<file path="src/rtl/pipes_pkg.sv">
// Shared pipeline types used by the memory-stage data-bus engine and its helpers.
package pipes;

    typedef logic [63:0] word_t;

    typedef enum logic [1:0] {
        MEM_NONE  = 2'b00,
        MEM_LOAD  = 2'b01,
        MEM_STORE = 2'b10
    } mem_op_t;

    typedef enum logic [1:0] {
        MSIZE1 = 2'd0,
        MSIZE2 = 2'd1,
        MSIZE4 = 2'd2,
        MSIZE8 = 2'd3
    } msize_t;

    typedef enum logic {
        IDLE = 1'b0,
        BUSY = 1'b1
    } dau_state_t;

    typedef struct packed {
        logic       valid;
        word_t      addr;
        msize_t     size;
        logic [7:0] strobe;
        word_t      data;
    } dbus_req_t;

    typedef struct packed {
        logic  addr_ok;
        logic  data_ok;
        word_t data;
    } dbus_resp_t;

    typedef struct packed {
        word_t   addr;
        msize_t  size;
        logic    is_unsigned;
        mem_op_t op;
        word_t   wdata;
    } mem_req_t;

    function automatic logic is_aligned(input logic [2:0] lo, input msize_t size);
        logic ok;
        case (size)
            MSIZE1:  ok = 1'b1;
            MSIZE2:  ok = (lo[0] == 1'b0);
            MSIZE4:  ok = (lo[1:0] == 2'b00);
            default: ok = (lo == 3'b000);
        endcase
        return ok;
    endfunction

endpackage

</file>
<file path="src/rtl/mem_align.sv">
// Byte-lane alignment: store strobe/data placement and load shift plus sign/zero extension.
module mem_align
    import pipes::*;
(
    input  msize_t     size,
    input  logic [2:0] offset,
    input  logic       is_unsigned,
    input  word_t      wdata,
    input  word_t      rdata,
    output logic [7:0] strobe,
    output word_t      wdata_out,
    output word_t      rdata_out
);

    word_t      shifted;
    logic [7:0] lanes;

    always_comb begin
        lanes     = 8'h00;
        rdata_out = '0;
        case (size)
            MSIZE1:  lanes = 8'h01;
            MSIZE2:  lanes = 8'h03;
            MSIZE4:  lanes = 8'h0F;
            default: lanes = 8'hFF;
        endcase
        strobe    = lanes << offset;
        wdata_out = wdata << {offset, 3'b000};
        shifted   = rdata >> {offset, 3'b000};
        case (size)
            MSIZE1:  rdata_out = {{56{~is_unsigned & shifted[7]}},  shifted[7:0]};
            MSIZE2:  rdata_out = {{48{~is_unsigned & shifted[15]}}, shifted[15:0]};
            MSIZE4:  rdata_out = {{32{~is_unsigned & shifted[31]}}, shifted[31:0]};
            default: rdata_out = shifted;
        endcase
    end

endmodule

</file>
<file path="src/rtl/dbus_access_unit.sv">
// Memory-stage data-bus engine: issues one dbus request per load/store, holds it until data_ok,
// stalls upstream meanwhile and returns the aligned, extended load result.
module dbus_access_unit
    import pipes::*;
#(
    parameter int XLEN     = 64,
    parameter int MAX_WAIT = 0
) (
    input  logic            clk,
    input  logic            reset,
    input  logic            in_valid,
    input  logic [1:0]      in_op,
    input  logic [1:0]      in_size,
    input  logic            in_unsigned,
    input  logic [XLEN-1:0] in_addr,
    input  logic [XLEN-1:0] in_wdata,
    input  logic            flush,
    output dbus_req_t       dreq,
    input  dbus_resp_t      dresp,
    output logic            stall,
    output logic            out_valid,
    output logic [XLEN-1:0] out_rdata,
    output logic            misaligned,
    output logic            bus_timeout,
    output dau_state_t      dbg_state
);

    localparam logic [31:0] MAX_W = 32'(MAX_WAIT);

    dau_state_t  state;
    mem_req_t    req_q;
    mem_req_t    in_req;
    mem_req_t    cur;
    logic        drop;
    logic [31:0] wait_cnt;

    logic        in_mem;
    logic        in_aligned;
    logic        accept;
    logic        active;
    logic [7:0]  al_strobe;
    word_t       al_wdata;
    word_t       al_rdata;
    logic        unused_addr_ok;

    assign unused_addr_ok = dresp.addr_ok;

    always_comb begin
        in_req             = '0;
        in_req.addr        = in_addr;
        in_req.size        = msize_t'(in_size);
        in_req.is_unsigned = in_unsigned;
        in_req.op          = (in_op == 2'b10) ? MEM_STORE : MEM_LOAD;
        in_req.wdata       = in_wdata;
    end

    assign in_mem     = (in_op == 2'b01) || (in_op == 2'b10);
    assign in_aligned = is_aligned(in_addr[2:0], msize_t'(in_size));
    assign accept     = reset && (state == IDLE) && in_valid && in_mem && in_aligned && !flush;
    // In BUSY only the latched copy reaches the bus, so in_* may wander freely.
    assign active     = accept || (reset && (state == BUSY));
    assign cur        = (state == BUSY) ? req_q : in_req;

    mem_align u_align (
        .size        (cur.size),
        .offset      (cur.addr[2:0]),
        .is_unsigned (cur.is_unsigned),
        .wdata       (cur.wdata),
        .rdata       (dresp.data),
        .strobe      (al_strobe),
        .wdata_out   (al_wdata),
        .rdata_out   (al_rdata)
    );

    always_comb begin
        dreq        = '0;
        dreq.valid  = active;
        dreq.addr   = cur.addr;
        dreq.size   = cur.size;
        dreq.strobe = (cur.op == MEM_STORE) ? al_strobe : 8'h00;
        dreq.data   = (cur.op == MEM_STORE) ? al_wdata : '0;
    end

    assign stall      = active && !dresp.data_ok;
    assign out_valid  = active && dresp.data_ok && ((state == IDLE) || !drop);
    assign out_rdata  = (out_valid && (cur.op == MEM_LOAD)) ? al_rdata : '0;
    assign misaligned = reset && (state == IDLE) && in_valid && in_mem && !in_aligned && !flush;
    assign dbg_state  = state;

    always_ff @(posedge clk or negedge reset) begin
        if (!reset) begin
            state       <= IDLE;
            req_q       <= '0;
            drop        <= 1'b0;
            wait_cnt    <= '0;
            bus_timeout <= 1'b0;
        end else begin
            case (state)
                IDLE: begin
                    if (accept) begin
                        req_q <= in_req;
                        drop  <= 1'b0;
                        if (!dresp.data_ok) state <= BUSY;
                    end
                end
                BUSY: begin
                    if (flush) drop <= 1'b1;
                    if (dresp.data_ok) begin
                        state    <= IDLE;
                        drop     <= 1'b0;
                        wait_cnt <= '0;
                    end else begin
                        if (wait_cnt != '1) wait_cnt <= wait_cnt + 32'd1;
                        // The timeout only flags a hung bus; the request keeps waiting.
                        if ((MAX_W != 32'd0) && (wait_cnt + 32'd1 >= MAX_W)) bus_timeout <= 1'b1;
                    end
                end
                default: state <= IDLE;
            endcase
        end
    end

endmodule
</file>
<file path="config.mk">
export PLATFORM = sky130hd
export DESIGN_NAME = dbus_access_unit
export DESIGN_NICKNAME = d
export VERILOG_FILES = /design/src/rtl/pipes_pkg.sv /design/src/rtl/mem_align.sv /design/src/rtl/dbus_access_unit.sv
export SDC_FILE = /design/constraint.sdc
export NUM_CORES = 1
export LEC_CHECK = 0
export CELL_PAD_IN_SITES_DETAIL_PLACEMENT = 2
export CELL_PAD_IN_SITES_GLOBAL_PLACEMENT = 2
export CORE_MARGIN = 10
export CORE_UTILIZATION = 26
export DETAILED_ROUTE_END_ITERATION = 8
export PLACE_DENSITY = 0.84
export SYNTH_ARGS = -nofsm -noshare
export SYNTH_HDL_FRONTEND = slang
export SYNTH_SLANG_ARGS = --single-unit
</file>
<file path="constraint.sdc">
create_clock -name clk -period 6.4 [get_ports clk]
set_input_delay 1.92 -clock clk [delete_from_list [all_inputs] [get_ports clk]]
set_output_delay 1.92 -clock clk [all_outputs]
set_load 0.02 [all_outputs]
</file>
# After elaboration in Yosys (flattened, before gate mapping)
# Cells that the tools add are included.
# word_totals
word_cells	66
out_inout_bits	208
regBits	135
inputBits	203
# classes
shifts	3
bitwise	6
n_reduce_logical	25
eq_ne	10
mux	15
# ops
cell	count
$pmux 64 s3	1
$mux 133	1
$mux 64	2
$shl 64x6->64	1
$shr 64x6->64	1
$pmux 8 s3	1
$logic_and 1x1->1	12
$eq 2x1->1 const B	4
$eq 2x2->1 const B	4
$mux 8	1
$shl 8x3->8	1
$logic_not 2->1	3
$mux 1	5
$logic_not 1->1	4
$pmux 1 s2	2
$reduce_and 2->1	2
$and 1x1->1	3
$logic_not 3->1	1
$logic_or 1x1->1	3
$ne 3x3->1 const B	1
$not 1->1	3
$pmux 1 s3	1
$mux 2	1
$ne 2x2->1 const B	1

# Logic depth before layout (Yosys ltp)
# depth
ltp_word	11
ltp_mapped	10
depth_no_buf	7

# Modules after synthesis
# A second synthesis with hierarchy kept.
# hier_totals
hier_cells	1355
hier_area_um2	13182.6
# modules_own_cells
mod	n_inst	cells_per_inst	area_per_inst_um2
dbus_access_unit	1	755	8792.2
mem_align	1	600	4390.5

# Least setup slack after synthesis
# Ideal clock, no wire load.
# synth_timing
kind	input to output
startpoint	input port in_op[0]
endpoint	output port out_rdata[55]
required_time_ps	4480
slack_ps	706
arrival_ps	3774
cell_stages	8
path_cell_list	inv_1 > ha_1 > nor4_1 > nand2_1 > nor2_1 > o211ai_1 > clkbuf_1 > a21oi_1
# synth_via
elab_chain_cells	10
# synth_rtl
element	line_no	source
from (decl)	dbus_access_unit.sv:12	input logic [1:0] in_op,
$eq 2x1->1 / $eq 2x2->1 (equally long branches)	dbus_access_unit.sv:57, dbus_access_unit.sv:53	
$logic_or 1x1->1	dbus_access_unit.sv:57	assign in_mem = (in_op == 2'b01) || (in_op == 2'b10);
$logic_and 1x1->1 (3 in series)	dbus_access_unit.sv:59	assign accept = reset && (state == IDLE) && in_valid && in_mem && in_aligned && !flush;
$logic_or 1x1->1	dbus_access_unit.sv:61	assign active = accept || (reset && (state == BUSY));
$logic_and 1x1->1 (2 in series)	dbus_access_unit.sv:85	assign out_valid = active && dresp.data_ok && ((state == IDLE) || !drop);
$logic_and 1x1->1 (*)	dbus_access_unit.sv:86	assign out_rdata = (out_valid && (cur.op == MEM_LOAD)) ? al_rdata : '0;
$mux 64 (*)	dbus_access_unit.sv:86	
to (decl)	dbus_access_unit.sv:22	output logic [XLEN-1:0] out_rdata,
# Every way passes the cells marked *; elsewhere a longest branch is shown, timed or not.

# Final worst setup path
# layout_timing
startpoint	input port in_addr[2]
endpoint	output port out_rdata[34]
# layout_via
elab_chain_cells	9
# layout_rtl
element	line_no	source
from (decl)	dbus_access_unit.sv:15	input logic [XLEN-1:0] in_addr,
branches (longest 8 deep; another with $mux 133)	-	
$mux 64 (*)	dbus_access_unit.sv:86	
# Every way passes the cells marked *.

==> results.md <==
- Critical path capture point type: output port
- First DRT Iteration DRCs: 1,014
- Post-synth top flop: dfrtp_1
- Mean number of vias per cell: 5.34
- Fraction of final layout cells sized beyond drive strength 1: 0.163
- DR pass1 iterations: 7
- Antenna violations before repair: 15
- Final-report setup violation count: 0
- Max-cap viol count: 0
- Max Freq: 158 MHz
- Count of placed standard cells including taps: 2,570
- Total number of clock tree sinks: approximately 140
- Clock Tree Root: clkbuf_16
- Portion of total power attributed to sequential cells: 0.353
- Net count reported at finish: 2,209
- Data arrival time of the critical path: 4.41 ns
- Combined flip-flop and latch cell area: between 3000 and 4000 um^2
- Worst slew margin relative to its limit: 0.323
- Synthesized flop and latch total: between 100 and 150
- Number of CTS-inserted buffers: 17
- Net load switching power: ~1300 uW
- Syn-to-layout area delta: 54.3%
- Chip Width: about 230 um
- Count of hold buffers inserted by post-cts repair: 0
- Logic pwr share: 0.359
- Critical path buffers and inverters: 5
- Clock transition time at the flip-flop clock pins of the worst setup and hold paths: about 0.06 ns
- Number of endpoints with negative hold slack in the final report: 0
- Post-synth ARST share: 1.00
- Number of distinct library cell variants in the gate-level netlist after synthesis: 45
- Post-synth top area cell: dfrtp_1
- Count of boundary I/O pins: around 400
- Biggest fanout along the worst timing path: 11
- Final-layout fill cell count: slightly below 5,000
- IO buf count: between 400 and 500
- Power density over the cells: 208 nW/um^2
- DRT Wirelength: 68.3 mm
- Global-route total usage across every layer: 0.255
- Core ar.: between 40,000 and 50,000 um^2
- Cell family with the largest share of critical-path delay: buffers and inverters
- Fin crit share: 0.989
- Top cells by area in the synthesized netlist: dfrtp_1, nand2_1, mux2i_1
- HPWL Detailed: 50.4 mm
- Classification of the worst setup path: input pin to output port
- Full die area: between 50,000 and 60,000 um^2
- Area taken by multi-input logic gates: 7330 um^2
- Final critical delay including setup and external delays: between 6 and 7 ns
- Post-Synthesis Cell Area: between 10,000 and 15,000 um^2
- Wire length of the first global-routing pass: between 100 and 150 mm
- Number of DRC violations after detailed routing: 0
- Peak ir drop on the vdd network: around 0.22 mV
- Biggest cell delay along the critical path: between 0.5 and 0.6 ns
- Die Span Y: 228 um
- Hold crit path type: flip-flop to flip-flop
- Required time reported for the critical path endpoint: about 4.5 ns
- Initial cell density of the core: 0.261
- Gate count after technology mapping: between 1,500 and 2,000
- EDFF count, synth: 0
- Cell type of the slowest stage on the worst timing path: mux4_2
- Largest net degree at the start of global routing: between 100 and 150
- Leading cell type in the layout, fill and taps excluded: nand2_1
- Via count of the routed design: ~14,000
- # rows: 76
- Clock group share of total power: 0.288
- ANT nets after route: 0
- Clock tree from TritonCTS: yes
- Outcome: complete, no violations
- Setup Total Neg Slack: 0 ns
- Synthesized netlist net count: 1,777
- Vias in the first global route: approximately 15,000
- Maximum root-to-sink buffer count: 2
- Proportion of synthesized chip area in sequential cells: 0.301
- Post-route non-filler standard cell count: 2,612
- Synth Warn #: 1
- Total overflow reported by the global router: 0
- Cell internal power dissipation: approximately 2300 uW
- Top library cells by usage in the layout, fill and taps aside: nand2_1, clkdlybuf4s50_1, dfrtp_1
- Leak: between 0.008 and 0.009 uW
- Transition time at the pin with the least slew margin: 1.02 ns
- Syn avg cell area: between 7 and 8 um^2
- Startpoint type of the worst setup path: input pin
- Sw Ratio: 0.375
- Largest clock skew in the final design: 0.00669 ns
- Cell-by-cell trace of the critical path: clkdlybuf4s50_1 -> mux2i_4 -> inv_2 -> mux4_2 -> mux2i_4 -> nor2_2 -> nor3_4 -> buf_12 -> buf_12 -> a21oi_1 -> dlygate4sd2_1
- Final design instance area without fill: ~17,000 um^2
- Total count of max-transition violations in the final report: 0
- Area share of the largest cell type after synthesis: 0.301
- Number of H-tree branching levels: 4
- RSZ-0062 raised after global routing: no
- Clock insertion delay at the later pin of the skew report: 0.45 ns
- Routability congestion estimate: between 0.9 and 1
- WL/cell: 26.2 um
- Total cell area at the placement stage: roughly 17,000 um^2
- Worst hold slack: between 0.4 and 0.5 ns
## sequential cells by signal (all words and copies together) (netlist names)
| signal | flops |
|---|---|
| dbg_state | 1 |
| req_q | 133 |
| drop | 1 |
## cell families (layout without fill, tap and decap cells)
logic type	count (synthesis)	after routing	synth area share
compound gates	286	286	0.154
mux	208	208	0.201
other cells	1	10	0.000334
flops	135	135	0.301
simple gates	797	797	0.288
buf+inv	145	590	0.0538
fa+ha+maj	1	1	0.00112
## worst paths after layout
kind	depth (start not counted)	startpoint	slack, ns	to
setup / recovery	11	in_addr[2]	0.07	out_rdata[34]
hold / removal	2	req_q[1]$_DFFE_PN0P_	0.48	req_q[1]$_DFFE_PN0P_
setup reg to reg	8	dbg_state$_DFF_PN0_	2.88	req_q[13]$_DFFE_PN0P_
hold reg to reg	2	req_q[1]$_DFFE_PN0P_	0.48	req_q[1]$_DFFE_PN0P_
max in group asynchronous	3	reset	3.14	req_q[69]$_DFFE_PN0P_
min in group asynchronous	1	reset	1.30	req_q[70]$_DFFE_PN0P_
## power groups by stage
| stage | sequential (uW) | combinational [uW] | clock (uW) |
|---|---|---|---|
| after CTS | 1260 | 1290 | 1050 |
| after detailed placement | 1270 | 1260 | 0 |
| after global routing | 1300 | 1400 | 1090 |
| after global placement | 1250 | 1190 | 0 |
| final | 1270 | 1290 | 1040 |
| after floorplan | 1180 | 695 | 0 |
## repair_timing
item / in CTS / in global routing
setup buffers: 1 / 0
setup endpoints to repair: 85 / 65
pin swaps: 1 / 1
gates cloned: 0 / 0
gates resized for setup: 94 / 81
## worst register-to-register path, cell delays in order, from the launching register on
cell and delay, ns:
dfrtp_4 0.57, buf_4 0.65, nor4_1 0.16, buf_4 0.19, nand2_4 0.06, buf_4 0.57
buf_4 0.86, nand2_1 0.24, nand2_1 0.14
## cell usage after synthesis (2+ instances only)
master and n:
a21o_1 9, o21a_1 2, inv_2 2, clkbuf_1 84
nand2_1 588, mux2_2 93, o211ai_1 2, nand4_1 2
nor2b_1 18, a311o_1 7, dfrtp_1 135, inv_1 6
o32ai_1 2, nor3_1 18, and3_1 23, mux2i_1 111
buf_2 17, mux4_2 3, nand2b_1 10, buf_1 29
o22ai_1 17, nand3_1 37, a21oi_1 132, nor2_1 91
buf_4 2, a2bb2oi_1 7, a211oi_1 65, buf_6 4
nor4_1 3, o21ai_0 39
## stage by stage
stage	util	total power, uW	setup slack [ns]
2_1_floorplan	-	1880	0.706
3_3_place_gp	0.391	2430	-0.254
3_5_place_dp	0.391	2530	-0.393
4_1_cts	0.403	3600	0.000937
5_1_grt	0.404	3780	0.000351
6_report	0.404	3600	0.0720
## layout make-up
cell class              instances  share of cell area
well taps                     585              0.0423
repair buffers                549               0.301
multi-input cells            1293               0.423
flip-flops and latches        135               0.196
clock inverters                13             0.00846
inverters                       9             0.00195
clock buffers                  19              0.0256
diodes                          9             0.00130
## per-layer routing
layer	global-route usage	share of wire	up-vias
met5	0	0.0014	-
met2	0.444	0.49	541
met4	0.106	0.035	12
met3	0.0715	0.073	111
met1	0.289	0.40	7083
li1	-	-	6212
(Power assumes the default switching activity.)
